==> config.mk <==
export PLATFORM = sky130hd
export DESIGN_NAME = opn_detect
export DESIGN_NICKNAME = d
export VERILOG_FILES = /design/src/rtl/opn_pkg.sv /design/src/rtl/opn_delay_line.sv /design/src/rtl/opn_detect.sv
export SDC_FILE = /design/constraint.sdc
export NUM_CORES = 1
export LEC_CHECK = 0
export CAP_MARGIN = 25
export CORE_ASPECT_RATIO = 0.9
export CORE_UTILIZATION = 42
export CTS_BUF_LIST = sky130_fd_sc_hd__clkbuf_16
export CTS_CLUSTER_DIAMETER = 40
export CTS_CLUSTER_SIZE = 10
export DETAILED_ROUTE_END_ITERATION = 16
export HOLD_SLACK_MARGIN = 0.02
export PLACE_DENSITY_LB_ADDON = 0.3
export SYNTH_ARGS = -nofsm -noshare
export SYNTH_HDL_FRONTEND = slang
export SYNTH_SLANG_ARGS = --single-unit
==> constraint.sdc <==
create_clock -name Clock -period 2.5 [get_ports Clock]
set_clock_uncertainty 0.2 [all_clocks]
set_input_delay 0.75 -clock Clock [delete_from_list [all_inputs] [get_ports Clock]]
set_output_delay 0.75 -clock Clock [all_outputs]
set_load 0.03 [all_outputs]
==> src/rtl/opn_pkg.sv <==
// Shared types for the output-selector polarity detector: mode and status codes,
// FSM states and the window classification helper.
package opn_pkg;

  typedef enum logic [1:0] {
    MODE_ZERO = 2'b00,
    MODE_NORM = 2'b01,
    MODE_INV  = 2'b10
  } mode_t;

  typedef enum logic [1:0] {
    STAT_NONE    = 2'b00,
    STAT_VALID   = 2'b01,
    STAT_UNKNOWN = 2'b10,
    STAT_AMBIG   = 2'b11
  } status_t;

  typedef enum logic [1:0] {
    IDLE   = 2'b00,
    FILL   = 2'b01,
    ACQ    = 2'b10,
    REPORT = 2'b11
  } state_t;

  typedef struct packed {
    mode_t   mode;
    status_t status;
  } result_t;

  localparam int          CNT_W   = 8;
  localparam logic [7:0]  CNT_MAX = 8'hFF;

  function automatic logic [CNT_W-1:0] sat_inc(input logic [CNT_W-1:0] value,
                                               input logic             hit);
    return (hit && value != CNT_MAX) ? value + 8'd1 : value;
  endfunction

  // A constant reference stream cannot tell the codes apart, so it is checked first.
  function automatic result_t classify(input logic [CNT_W-1:0] nm,
                                       input logic [CNT_W-1:0] ni,
                                       input logic [CNT_W-1:0] nz,
                                       input logic [CNT_W-1:0] n1,
                                       input logic [CNT_W-1:0] win,
                                       input logic [CNT_W-1:0] thr,
                                       input mode_t            held);
    result_t r;
    r.mode   = held;
    r.status = STAT_VALID;
    if (n1 == 8'd0 || n1 == win) begin
      r.status = STAT_AMBIG;
    end else if (nm <= thr) begin
      r.mode = MODE_NORM;
    end else if (ni <= thr) begin
      r.mode = MODE_INV;
    end else if (nz <= thr) begin
      r.mode = MODE_ZERO;
    end else begin
      r.status = STAT_UNKNOWN;
    end
    return r;
  endfunction

endpackage

==> src/rtl/opn_delay_line.sv <==
// Shift register aligning the reference stream with the selector's returned line.
module opn_delay_line #(
  parameter int DEPTH = 1
) (
  input  logic clk,
  input  logic rst_n,
  input  logic data,
  output logic delayed
);

  logic [DEPTH-1:0] stages;

  generate
    if (DEPTH == 1) begin : g_single
      always_ff @(posedge clk or negedge rst_n) begin
        if (!rst_n) stages <= '0;
        else        stages <= data;
      end
    end else begin : g_chain
      always_ff @(posedge clk or negedge rst_n) begin
        if (!rst_n) stages <= '0;
        else        stages <= {stages[DEPTH-2:0], data};
      end
    end
  endgenerate

  assign delayed = stages[DEPTH-1];

endmodule

==> src/rtl/opn_detect.sv <==
// Classifies an external output selector as zero/normal/inverted by comparing its
// returned line with the delayed reference stream over a window.
// Optional feature: OPN_DET_TOLERANCE_EN allows ERR_TOL mismatches per window.
module opn_detect
  import opn_pkg::*;
#(
  parameter int WIN_LEN   = 64,
  parameter int EXT_DELAY = 0,
  parameter int ERR_TOL   = 2
) (
  input  logic       Clock,
  input  logic       Reset_n,
  input  logic       Sin,
  input  logic       Sext,
  input  logic       Start,
  input  logic       Cont,
  input  logic       Abort,
  output logic [1:0] Mode,
  output logic [1:0] Status,
  output logic       Done,
  output logic       Changed
);

  localparam int LAT = 1 + EXT_DELAY;

`ifdef OPN_DET_TOLERANCE_EN
  localparam int THR = ERR_TOL;
`else
  // Tolerance compiled out; ERR_TOL stays in the parameter list for drop-in compatibility.
  localparam int THR = ERR_TOL * 0;
`endif

  localparam logic [CNT_W-1:0] WIN_C    = CNT_W'(WIN_LEN);
  localparam logic [CNT_W-1:0] WIN_LAST = CNT_W'(WIN_LEN - 1);
  localparam logic [CNT_W-1:0] LAT_LAST = CNT_W'(LAT - 1);
  localparam logic [CNT_W-1:0] THR_C    = CNT_W'(THR);

  state_t           state, state_nxt;
  logic [CNT_W-1:0] cyc;
  logic [CNT_W-1:0] nm, ni, nz, n1;
  logic [CNT_W-1:0] nm_nxt, ni_nxt, nz_nxt, n1_nxt;
  logic             sin_d;
  logic             in_acq, start_edge, report_edge, acq_entry;
  result_t          res;
  mode_t            mode_q;
  status_t          status_q;
  logic             done_q, changed_q, have_valid;

  opn_delay_line #(
    .DEPTH(LAT)
  ) u_delay (
    .clk    (Clock),
    .rst_n  (Reset_n),
    .data   (Sin),
    .delayed(sin_d)
  );

  always_ff @(posedge Clock or negedge Reset_n) begin
    if (!Reset_n) state <= IDLE;
    else          state <= state_nxt;
  end

  always_comb begin
    state_nxt = state;
    unique case (state)
      IDLE:    if (Start)           state_nxt = FILL;
      FILL:    if (cyc == LAT_LAST) state_nxt = ACQ;
      ACQ:     if (cyc == WIN_LAST) state_nxt = REPORT;
      REPORT:  state_nxt = Cont ? ACQ : IDLE;
      default: state_nxt = IDLE;
    endcase
    if (Abort) state_nxt = IDLE;
  end

  always_comb begin
    in_acq      = (state == ACQ);
    start_edge  = (state == IDLE) && (state_nxt == FILL);
    report_edge = in_acq && (state_nxt == REPORT);
    acq_entry   = !in_acq && (state_nxt == ACQ);
    nm_nxt      = sat_inc(nm, in_acq && (Sext != sin_d));
    ni_nxt      = sat_inc(ni, in_acq && (Sext == sin_d));
    nz_nxt      = sat_inc(nz, in_acq && Sext);
    n1_nxt      = sat_inc(n1, in_acq && sin_d);
    res         = classify(nm_nxt, ni_nxt, nz_nxt, n1_nxt, WIN_C, THR_C, mode_q);
  end

  // One cycle counter serves both FILL and ACQ; it restarts on every state change.
  always_ff @(posedge Clock or negedge Reset_n) begin
    if (!Reset_n) begin
      cyc <= '0;
    end else if (state_nxt != state || !(state == FILL || state == ACQ)) begin
      cyc <= '0;
    end else begin
      cyc <= cyc + 8'd1;
    end
  end

  always_ff @(posedge Clock or negedge Reset_n) begin
    if (!Reset_n) begin
      nm <= '0;
      ni <= '0;
      nz <= '0;
      n1 <= '0;
    end else if (acq_entry) begin
      nm <= '0;
      ni <= '0;
      nz <= '0;
      n1 <= '0;
    end else if (in_acq) begin
      nm <= nm_nxt;
      ni <= ni_nxt;
      nz <= nz_nxt;
      n1 <= n1_nxt;
    end
  end

  // The final window sample is folded in through the *_nxt counts at the REPORT edge.
  always_ff @(posedge Clock or negedge Reset_n) begin
    if (!Reset_n) begin
      mode_q     <= MODE_ZERO;
      status_q   <= STAT_NONE;
      done_q     <= 1'b0;
      changed_q  <= 1'b0;
      have_valid <= 1'b0;
    end else begin
      done_q <= report_edge;
      if (start_edge) begin
        changed_q  <= 1'b0;
        have_valid <= 1'b0;
      end else if (report_edge) begin
        mode_q   <= res.mode;
        status_q <= res.status;
        if (res.status == STAT_VALID) begin
          have_valid <= 1'b1;
          if (have_valid && res.mode != mode_q) changed_q <= 1'b1;
        end
      end
    end
  end

  assign Mode    = mode_q;
  assign Status  = status_q;
  assign Done    = done_q;
  assign Changed = changed_q;

endmodule

==> results by group <==
Outcome
  • Outcome: complete, but fails checks
  • Violated checks: setup timing

Clocking
  • CTS max path bufs: 2
  • TritonCTS clock tree: yes
  • Sink Count: 50
  • Clock-pin slew on the worst setup and hold paths: 0.07 ns
  • Skew-Pair Late Insertion Delay: 0.29 ns
  • Total CTS buffers: 5
  • Root Driver: clkbuf_16
  • CTS H-tree depth: 2
  • CTS Hold Bufs: 0

Critical path
  • Setup crit end kind: flip-flop
  • Register-to-Register Path Depth: 7
  • Critical path peak fanout: 4
  • Startpoint class of the critical path: flip-flop
  • Worst path required time: 2.48 ns
  • Kind of critical path: reg2reg
  • Reg2Reg Setup Slack: -0.06 ns
  • CP startpoint: cyc[2]$_DFF_PN0_
  • Worst EP arrival: 2.54 ns
  • Reg2reg start: cyc[2]$_DFF_PN0_
  • RR Endpoint: Status[0]$_DFFE_PN0P_

Power
  • Design Power: 3200 µW
  • Leak: 0.00193 µW
  • Peak supply drop: 0.375 mV
  • P per Cell Area: 705 nW/µm²

GRT
  • Largest net degree at the start of global routing: 51
  • First-pass GRT wire length: 13700 µm
  • GRT Residual Overflow: 0
  • Initial antenna violation count: 0
  • Total Routing Usage GR: 21.2%
  • Vias in the first global route: 2939

STA
  • Worst-Margin Slew: 0.398 ns
  • Min Tclk post-route: 2.56 ns
  • Slew headroom: 73.2%
  • Fmax: 391 MHz
  • Final Max Tran Viols: 0
  • Hold Slack: 0.229 ns
  • Fin crit share: 102%
  • Fin. Hold Viols: 0
  • Setup WS post-layout: -0.0567 ns
  • Unrepaired setup endpoints after global routing: yes
  • Final Setup Violations: 3

Logic synthesis
  • Post-synth EDFFs: 0
  • Top cells by area, synth: dfrtp_1 38%, nand2_1 4.2%, ha_1 4.2%
  • Post-synth ARST share: 100%
  • Largest family of logic cells by synthesized area: simple AND/OR/NAND/NOR gates
  • Synthesis-stage register bit count: 50
  • Synth top area share: 38.2%
  • Synth Net Count: 389
  • Seq/Total Area, Yosys: 38.2%
  • Netlist cell types: 55
  • Top FF cell, synth: dfrtp_1
  • Synth Area in Compound Gates: 19.0%
  • Post-synth design cell area: 3280 µm²
  • Synth warnings: 0
  • Avg Cell Area, Syn: 8.84 µm²
  • Cell taking the most area after synthesis: dfrtp_1
  • Synth Instances: 371
  • Area share of fa/ha/maj cells after synthesis: 4.20%
  • Simple-gate area share of the yosys netlist: 23.5%
  • Xor/xnor share of the synthesized area: 6.64%
  • Mux contribution to synthesized area: 3.97%

Routing
  • Total wire length: 8380 µm
  • Average routed wire per standard cell: 15.0 µm
  • Via/cell ratio: 5.52
  • Met2 WL: 4000 µm
  • Drt first pass iters: 4
  • Antenna-violating nets left: 0
  • Number of DRC markers in iteration 0: 139
  • Vias: 3077
  • M1 WL: 4010 µm
  • DRC errors left: 0
  • DR top layer: met4
  • DR WL met3: 271 µm

Final layout
  • Antenna cells: 0
  • Layout cells sized above 1: 33.4%
  • Commonest non-fill, non-tap cell in the layout: buf_4
  • Non-filler cells, final: 557
  • Most frequent cells in the layout: 77 x buf_4, 49 x dfrtp_1, 34 x nand2_1
  • Design area: 4530 µm²
  • Layout net count: 478
  • Area delta synth->final: 38.2%

Placement
  • DP HPWL: 5460 µm
  • Routability congestion estimate: 0.862
  • Placed cell count: 537
  • Place WS: -0.780 ns
  • IO Port Bufs: 12
  • Placed Area: 4040 µm²

Die
  • Num rows: 30
  • Die span in x: 95.1 µm
  • Initial core utilization: 43.5%
  • Die outline height: 85.8 µm
  • I/O pin total: 13
  • Total core area: 7540 µm²
  • Die ar.: 8170 µm²

Min path
  • Worst Hold Class: in2async

Flow run
  • Number of max-cap violations: 0
## layer usage
layer  GRT usage (%)  vias up
met5               0        -
met4            4.96        0
met3            4.08        7
met2            33.6       62
li1                -     1535
met1            29.8     1473
## critical path, stage by stage, from the launching register on
cell and delay (ns):
dfrtp_1 0.42, nor4_4 0.34, a31oi_2 0.14, or4_4 0.53, a2111oi_4 0.26, nand2_2 0.14
or2_1 0.26, o22a_1 0.16
## worst max-delay path by stage
| stage | to | slack, ns | cells past startpoint |
|---|---|---|---|
| floorplan | Mode[0]$_DFFE_PN0P_ | -0.14 | 8 |
| global placement | Changed$_DFFE_PN0P_ | -0.71 | 11 |
| detailed placement | Mode[0]$_DFFE_PN0P_ | -0.78 | 11 |
| CTS | Changed$_DFFE_PN0P_ | -0.24 | 11 |
| global route | Changed$_DFFE_PN0P_ | -0.18 | 12 |
| finish | Status[0]$_DFFE_PN0P_ | -0.06 | 7 |
## flip-flops by register name, indices dropped and copies added (netlist names)
name,flops
Changed,1
Done,1
Mode,2
Status,2
cyc,8
have_valid,1
n1,8
ni,8
nm,8
nz,8
state,2
u_delay.delayed,1
## cells in the mapped netlist, types with 5 or more instances
library cell,instances
nand3_1,19
nor3_1,14
nand4_1,6
o21ai_0,25
xnor2_1,13
a211oi_1,5
inv_1,13
a31oi_1,9
and3_1,7
clkbuf_1,11
dfrtp_1,50
ha_1,11
a21oi_1,24
nand2_1,37
buf_2,5
o211ai_1,5
mux2i_1,13
xor2_1,10
nor2_1,32
## kinds of logic after synthesis
| logic type | Yosys count |
|---|---|
| adders and majority gates | 11 |
| muxes | 13 |
| xor gates and xnor gates | 24 |
| buffers and inverters | 33 |
| AOI/OAI and AO/OA | 93 |
| and+or+nand+nor | 147 |
| DFF | 50 |
## what timing repair did
action                                  in CTS  in global routing
pin swaps                                   14                 22
buffers inserted                             6                  9
endpoints found under the setup margin      45                 43
gates resized for setup                     23                 51
## metrics by stage
step	util (%)	TNS, ns
after global routing	60.0	-1.17
after CTS	56.7	-0.973
after floorplan	-	-0.529
after detailed placement	53.6	-22.50
after global placement	53.6	-21.18
final	60.0	-0.131
## power by group
group	total [µW]	switching, µW	internal, µW
sequential	962	72.5	889
clock	663	300	363
combinational	1570	814	756
total	3200	1190	2010
## final cells by class
type                    instances  area (µm²)
multi-input cells             288        2120
clock inverters                 3        12.5
clock buffers                   5         125
well taps                      96         120
inverters                      14        52.6
fillers                       616        3010
flip-flops and latches         50        1250
repair buffers                101         843
No activity file was read; power rests on OpenSTA's default activity.
